### src/rtl/imm_ext_arbiter.sv
// imm_ext_arbiter: two requesters share one immediate-extension unit.
// Round-robin grant, valid/ready on both sides, single registered result slot.
// Optional statistics counters are built when IMM_EXT_STATS_EN is defined.
module imm_ext_arbiter #(
    parameter int unsigned IMM_W  = 16,
    parameter int unsigned DATA_W = 32,
    parameter int unsigned CNT_W  = 16
) (
    input  logic              clk,
    input  logic              rst_n,
    input  logic [1:0]        req_valid,
    input  logic [IMM_W-1:0]  req_imm0,
    input  logic [IMM_W-1:0]  req_imm1,
    input  logic [1:0]        req_mode0,
    input  logic [1:0]        req_mode1,
    output logic [1:0]        req_ready,
    output logic              out_valid,
    input  logic              out_ready,
    output logic [DATA_W-1:0] out_data,
    output logic              out_id
`ifdef IMM_EXT_STATS_EN
    ,
    output logic [CNT_W-1:0]  gnt_cnt0,
    output logic [CNT_W-1:0]  gnt_cnt1,
    output logic [CNT_W-1:0]  stall_cnt
`endif
);

    // Elaboration-time parameter sanity checks
    if (DATA_W < IMM_W + 2) begin : g_bad_data_w
        $error("DATA_W must be at least IMM_W+2");
    end
    if (CNT_W == 0) begin : g_bad_cnt_w
        $error("CNT_W must be nonzero");
    end

    typedef enum logic [0:0] {StEmpty, StFull} state_e;

    state_e              state_q;
    logic [DATA_W-1:0]   data_q;
    logic                id_q;
    logic                last_gnt_q;

    logic [1:0]          gnt;
    logic                can_accept;
    logic                xfer;
    logic                pop;
    logic                sel;
    logic [IMM_W-1:0]    sel_imm;
    logic [1:0]          sel_mode;
    logic [DATA_W-1:0]   sext;
    logic [DATA_W-1:0]   ext_data;

    assign out_valid  = (state_q == StFull);
    assign out_data   = data_q;
    assign out_id     = id_q;
    assign pop        = out_valid & out_ready;
    assign can_accept = ~out_valid | out_ready;
    // Nothing may be accepted while reset is asserted.
    assign req_ready  = gnt & {2{can_accept & rst_n}};
    assign xfer       = |(req_valid & req_ready);
    assign sel        = req_ready[1];

    // Round-robin grant: on contention the port that did not win last goes
    always_comb begin
        gnt = 2'b00;
        case (req_valid)
            2'b01:   gnt = 2'b01;
            2'b10:   gnt = 2'b10;
            2'b11:   gnt = last_gnt_q ? 2'b01 : 2'b10;
            default: gnt = 2'b00;
        endcase
    end

    // Select the granted operand and extend it according to its mode
    always_comb begin
        sel_imm  = sel ? req_imm1 : req_imm0;
        sel_mode = sel ? req_mode1 : req_mode0;
        sext     = {{(DATA_W-IMM_W){sel_imm[IMM_W-1]}}, sel_imm};
        ext_data = sext;
        case (sel_mode)
            2'b00:   ext_data = sext;
            2'b01:   ext_data = {{(DATA_W-IMM_W){1'b0}}, sel_imm};
            2'b10:   ext_data = {sel_imm, {(DATA_W-IMM_W){1'b0}}};
            2'b11:   ext_data = sext << 2;
            default: ext_data = sext;
        endcase
    end

    // Result-slot FSM; priority rotates only on a completed transfer
    always_ff @(posedge clk or negedge rst_n) begin
        if (!rst_n) begin
            state_q    <= StEmpty;
            data_q     <= '0;
            id_q       <= 1'b0;
            last_gnt_q <= 1'b1;
        end else begin
            case (state_q)
                StEmpty: begin
                    if (xfer) begin
                        state_q <= StFull;
                    end
                end
                StFull: begin
                    if (pop && !xfer) begin
                        state_q <= StEmpty;
                    end
                end
                default: state_q <= StEmpty;
            endcase
            if (xfer) begin
                data_q     <= ext_data;
                id_q       <= sel;
                last_gnt_q <= sel;
            end
        end
    end

`ifdef IMM_EXT_STATS_EN
    logic [CNT_W-1:0] gnt_cnt0_q;
    logic [CNT_W-1:0] gnt_cnt1_q;
    logic [CNT_W-1:0] stall_cnt_q;
    logic [CNT_W-1:0] cnt_one;

    assign cnt_one   = {{(CNT_W-1){1'b0}}, 1'b1};
    assign gnt_cnt0  = gnt_cnt0_q;
    assign gnt_cnt1  = gnt_cnt1_q;
    assign stall_cnt = stall_cnt_q;

    // Saturating per-port transfer and stall counters
    always_ff @(posedge clk or negedge rst_n) begin
        if (!rst_n) begin
            gnt_cnt0_q  <= '0;
            gnt_cnt1_q  <= '0;
            stall_cnt_q <= '0;
        end else begin
            if (xfer && !sel && gnt_cnt0_q != '1) begin
                gnt_cnt0_q <= gnt_cnt0_q + cnt_one;
            end
            if (xfer && sel && gnt_cnt1_q != '1) begin
                gnt_cnt1_q <= gnt_cnt1_q + cnt_one;
            end
            if ((|req_valid) && !xfer && stall_cnt_q != '1) begin
                stall_cnt_q <= stall_cnt_q + cnt_one;
            end
        end
    end
`endif

endmodule

### config.mk
export PLATFORM = sky130hd
export DESIGN_NAME = imm_ext_arbiter
export DESIGN_NICKNAME = d
export VERILOG_FILES = /design/src/rtl/imm_ext_arbiter.sv
export SDC_FILE = /design/constraint.sdc
export NUM_CORES = 1
export LEC_CHECK = 0
export CORE_MARGIN = 4
export CORE_UTILIZATION = 51
export CTS_BUF_LIST = sky130_fd_sc_hd__clkbuf_2
export CTS_CLUSTER_DIAMETER = 100
export CTS_CLUSTER_SIZE = 14
export DETAILED_ROUTE_END_ITERATION = 16
export PLACE_DENSITY = 0.88
export SYNTH_ARGS = -nofsm -noshare
export SYNTH_HDL_FRONTEND = slang
export SYNTH_SLANG_ARGS = --single-unit
export TNS_END_PERCENT = 100
### constraint.sdc
create_clock -name clk -period 3.25 [get_ports clk]
set_clock_uncertainty 0.2 [all_clocks]
set_input_delay 0.4875 -clock clk [delete_from_list [all_inputs] [get_ports clk]]
set_output_delay 0.4875 -clock clk [all_outputs]
set_load 0.03 [all_outputs]
# --- After elaboration in Yosys (flattened, before gate mapping) ---
# Index checks and enable logic that the tools add are counted.
totals:
  regBits: 35
  latch_bits: 0
  ramBits: 0
  mem_bits_ro: 0
  word_cells: 28
  n_memories: 0
op_classes:
  n_addsub: 0
  mul: 0
  n_div: 0
  order_cmp: 0
  eq_ne: 6
  shifts: 0
  muxes: 8
  bitwise_logic: 6
  reduce_logical: 4
ops:
  columns: ["operator", "count"]
  rows:
  - ["32-bit case mux with 4 select lines", 1]
  - ["16-bit 2-to-1 mux", 1]
  - ["2-bit equality test (second input constant)", 4]
  - ["2-bit case mux with 3 select lines", 1]
  - ["2-bit AND", 2]
  - ["2-bit by 1-bit equality test with 1-bit output (second input constant)", 2]
  - ["2-bit 2-to-1 mux", 2]
  - ["1-bit AND", 2]
  - ["2-bit zero test", 1]
  - ["1-bit 2-to-1 mux", 2]
  - ["1-bit case mux with 2 select lines", 1]
  - ["2-bit OR reduction", 1]
  - ["1-bit logical AND", 1]
  - ["1-bit zero test", 1]
  - ["1-bit inverter", 1]
  - ["1-bit OR", 1]

# --- Longest topological paths before layout ---
# Gate-level depths: netlist (run 1).
depth:
  word_depth: 10
  depth_mapped: 6
  mapped_depth_nobuf: 5

# --- Least setup slack after synthesis (run 1) ---
# Ideal clock, no wire load.
synth_timing:
  path_type: "register to output"
  start: "register state_q (netlist: out_valid)"
  end: "output req_ready[0]"
  t_arrival_ps: 1435
  setup_slack_ps: 1127
  path_stages_with_launch: 5
  cell_sequence: "dfrtp_1 -> nand2b_4 -> o211ai_1 -> clkbuf_1 -> nor2_1"
synth_via:
  elab_chain_cells: 4
synth_lines:
  columns: ["element", "line", "rtl"]
  rows:
  - ["start: declaration", "39", "state_e state_q;"]
  - ["start signal: assignment", "93", "state_q <= StEmpty;"]
  - ["start signal: assignment", "101", "state_q <= StFull;"]
  - ["start signal: assignment", "106", "state_q <= StEmpty;"]
  - ["1-bit inverter", null, null]
  - ["1-bit OR", "58", "assign can_accept = ~out_valid | out_ready;"]
  - ["1-bit AND", "60", "assign req_ready = gnt & {2{can_accept & rst_n}};"]
  - ["2-bit AND", "60", null]
  - ["end: declaration", "16", "output logic [1:0] req_ready,"]
# Every way passes these cells.

# --- Worst setup path in the final report (run 1) ---
layout_timing:
  start: "input rst_n"
  end: "output req_ready[0]"
layout_via:
  elab_chain_cells: 2
layout_lines:
  columns: ["element", "line", "rtl"]
  rows:
  - ["start: declaration", "10", "input logic rst_n,"]
  - ["1-bit AND", "60", null]
  - ["2-bit AND", "60", null]
# Every way passes these cells.

==> results of run 1 <==
## Yosys cell counts
library cell	count
inv_4	1
o31ai_2	10
mux2_4	1
a221oi_2	10
dfstp_2	1
a21bo_2	1
mux2_2	1
a21oi_1	2
nor2_1	3
nand2b_1	3
a221oi_1	32
o31ai_1	20
nand4_1	1
clkbuf_1	11
dfrtp_1	34
mux2i_1	3
nand3_4	1
and2b_1	1
buf_2	6
o211ai_1	1
buf_1	1
clkbuf_2	1
buf_6	4
o21ai_0	3
inv_2	1
nand2_1	39
nor4_1	1
o31a_1	14
a31oi_1	1
and2_1	2
buf_4	1
nor2b_1	2
a21boi_2	1
a211oi_1	2
o31ai_4	1
nand2b_4	1
inv_1	2
## cells by family (layout without fill, tap and decap cells)
group                  Yosys count  count (layout)
AO/OA/AOI/OAI                   98              98
buffers and inverters           28              94
flip-flops                      35              35
multiplexers                     5               5
AND/OR/NAND/NOR                 54              54
## worst register-to-register path, cell delays in order (launching register included)
cell      delay, ns
dfrtp_1        0.45
nor2b_1        1.00
o31ai_4        0.08
buf_4          0.25
a221oi_1       0.30
o31ai_1        0.09
## per-layer routing
| layer | vias up | share of wire [%] | track usage [%] |
|---|---|---|---|
| met5 | - | 0 | 0 |
| met4 | 0 | 0.94 | 7.905 |
| met3 | 7 | 10 | 6.216 |
| met2 | 131 | 48 | 39.61 |
| met1 | 1052 | 41 | 36.36 |
| li1 | 1018 | - | - |
## flip-flops by register name (all words and copies together), names as in the netlist
register	flops
out_data	32
last_gnt_q	1
out_valid	1
out_id	1
## cells in the final DEF, fill, tap and decap left out, types with 2 or more instances in the layout
| cell | count |
|---|---|
| clkdlybuf4s50_1 | 73 |
| mux2i_1 | 3 |
| o31ai_2 | 10 |
| a221oi_1 | 32 |
| a211oi_1 | 2 |
| a221oi_2 | 10 |
| clkbuf_2 | 6 |
| buf_4 | 7 |
| nand2b_1 | 3 |
| inv_1 | 2 |
| o31ai_1 | 20 |
| o21ai_0 | 3 |
| dfrtp_1 | 34 |
| nor2b_1 | 2 |
| nor2_1 | 3 |
| a21oi_1 | 2 |
| o31a_1 | 14 |
| clkinv_1 | 2 |
| and2_1 | 2 |
| nand2_1 | 39 |
## where the power goes
part,switching (mW),internal [mW]
combinational,0.394,0.281
clock,0.152,0.0518
sequential,0.0491,0.519
## layout make-up
class                           count  area, um^2  share of cell area [%]
Clock inverter                      2       7.507                  0.2480
Tap cell                           50       62.56                   2.067
Inverter                            4       17.52                  0.5788
Multi-Input combinational cell    157        1234                   40.76
Sequential cell                    35       877.1                   28.98
Timing Repair Buffer               82       798.3                   26.37
Clock buffer                        6       30.03                  0.9921
## path summary, 6_finish.rpt
| check | startpoint | to | slack, ns |
|---|---|---|---|
| worst max-delay path | rst_n | req_ready[0] | 0.28 |
| worst min-delay path | out_data[14]$_DFFE_PN0P_ | out_data[14]$_DFFE_PN0P_ | 0.30 |
| worst max register to register | out_valid$_DFF_PN0_ | out_data[18]$_DFFE_PN0P_ | 0.75 |
| worst min register to register | out_data[14]$_DFFE_PN0P_ | out_data[14]$_DFFE_PN0P_ | 0.30 |
| max in group asynchronous | rst_n | last_gnt_q$_DFFE_PN1P_ | 1.77 |
| min in group asynchronous | rst_n | out_data[0]$_DFFE_PN0P_ | 0.35 |
==> results.sh, run 1 <==
export IMPL_n_antenna_cell=0
export IMPL_root_buffer="clkbuf_2"
export IMPL_startpoint_type="input pin"
export IMPL_slew_viol_final=0
export IMPL_cts_resized=0
export IMPL_layout_nets=326
export IMPL_syn_inst=220
export IMPL_ctsHoldBuffers=1
export IMPL_cts_max_level=2
export IMPL_power_total_mw=1.448
export IMPL_tightest_slew_ns=1.261
export IMPL_p_per_area_mw_per_mm2=478.4
export IMPL_yosys_area_share_simple_pct=11.18
export IMPL_whs_ns=0.2978
export IMPL_tns_ns=0
export IMPL_die_w_um=74.58
export IMPL_via_count=2208
export IMPL_yosysWarningCount=0
export IMPL_viasPerCell=6.571
export IMPL_cts_tree="built"
export IMPL_antenna_found_initial=0
export IMPL_dieHeight_um=74.58
export IMPL_grt_pass1_vias=2144
export IMPL_start_util_pct=54.56
export IMPL_nFillCells=319
export IMPL_cp_top_family="buffers and inverters"
export IMPL_finalCritPeriodShare_pct=91.34
export IMPL_final_area_mm2=0.003027
export IMPL_worstHoldPathCells=2
export IMPL_cp_arrival_ns=2.28
export IMPL_dp_hpwl_mm=4.841
export IMPL_first_pass_iters=4
export IMPL_grt_use_total_pct=25.88
export IMPL_dp_slack_ns=0.3330
export IMPL_rows=23
export IMPL_finalWirelength_mm=6.895
export IMPL_hold_viol=0
export IMPL_synth_xor_area_share_pct=0
export IMPL_critPathBufInv=4
export IMPL_drtIter0Drc=280
export IMPL_critPathCaptureType="output pin"
export IMPL_worst_path_max_delay_cell="dlygate4sd3_1"
export IMPL_synth_fp_nets=261
export IMPL_maxCapViolCount=0
export IMPL_clock_latency_ns=0.38
export IMPL_stdcell_count=336
export IMPL_yosysSeqAreaShare_pct=38.79
export IMPL_max_stage_delay_ns=0.57
export IMPL_synth_avg_cell_area_um2=10.28
export IMPL_cpMostUsedCell="buf_4"
export IMPL_path_class="input pin to output pin"
export IMPL_dieArea_mm2=0.005562
export IMPL_p_leak_nw=1.174
export IMPL_drive_gt1_share_pct=15.38
export IMPL_crit_fanout=32
export IMPL_path_clk_slew_ns=0.18
export IMPL_reg2reg_depth=5
export IMPL_peakVddDrop_mv=0.2902
export IMPL_worst_path_stages=6
export IMPL_relSlewSlack_pct=15.77
export IMPL_status="complete, no violations"
export IMPL_synthAdderAreaFrac_pct=0
export IMPL_fp_coreArea_mm2=0.004144
export IMPL_grt_remaining_overflow=0
export IMPL_postCtsSetupBuffers=0
export IMPL_clockBufferDepth=2
export IMPL_io_pin_count=77
export IMPL_cts_sinks=35
export IMPL_dp_cells=327
export IMPL_numCtsBuffers=5
export IMPL_ys_top_cells_by_area="dfrtp_1, a221oi_1, a221oi_2, o31ai_1, nand2_1"
export IMPL_gp_congestion=0.8396
export IMPL_synthesis_area_mm2=0.002261
export IMPL_post_route_min_period_ns=2.968
export IMPL_fin_util_pct=73.04
export IMPL_port_buffers=76
export IMPL_worst_hold_path_type="flip-flop to flip-flop"
export IMPL_synth_cell_types=37
export IMPL_synthToLayoutAreaGrowth_pct=33.87
export IMPL_layout_setup_ws_ns=0.2816
export IMPL_dpl_cell_area_mm2=0.002979
export IMPL_synth_compound_area_share_pct=40.90
export IMPL_synth_seq_cells=35
export IMPL_drc=0
export IMPL_synth_top_family_by_area="compound AO/OA/AOI/OAI gates"
export IMPL_crit_path_cell_trace="dlygate4sd3_1 > buf_2 > buf_4 > o211ai_1 > nor2_1 > buf_4"
export IMPL_fmax_mhz=336.9
export IMPL_grt_setup_unrepaired="false"
export IMPL_required_ns=2.56
export IMPL_grt_max_degree=68
export IMPL_synth_area_mux_share_pct=2.490
export IMPL_wl_per_cell_um=20.52
export IMPL_ant_nets=0
export IMPL_setup_viol=0
export IMPL_grt_pass1_wl_mm=10.98
export IMPL_synth_largest_area_cell="dfrtp_1"
export IMPL_synth_top_area_share_pct=37.63
No activity file was read; power rests on OpenSTA's default activity.
==> inputs of run 2 (changes only) <==
--- a/config.mk
+++ b/config.mk
@@ -5,6 +5,7 @@
 export SDC_FILE = /design/constraint.sdc
 export NUM_CORES = 1
 export LEC_CHECK = 0
+export ABC_CLOCK_PERIOD_IN_PS = 3250
 export CORE_MARGIN = 4
 export CORE_UTILIZATION = 51
 export CTS_BUF_LIST = sky130_fd_sc_hd__clkbuf_2
==> results of run 2 <==
No change in the layout: final DEF, timing and power equal those of run 1.
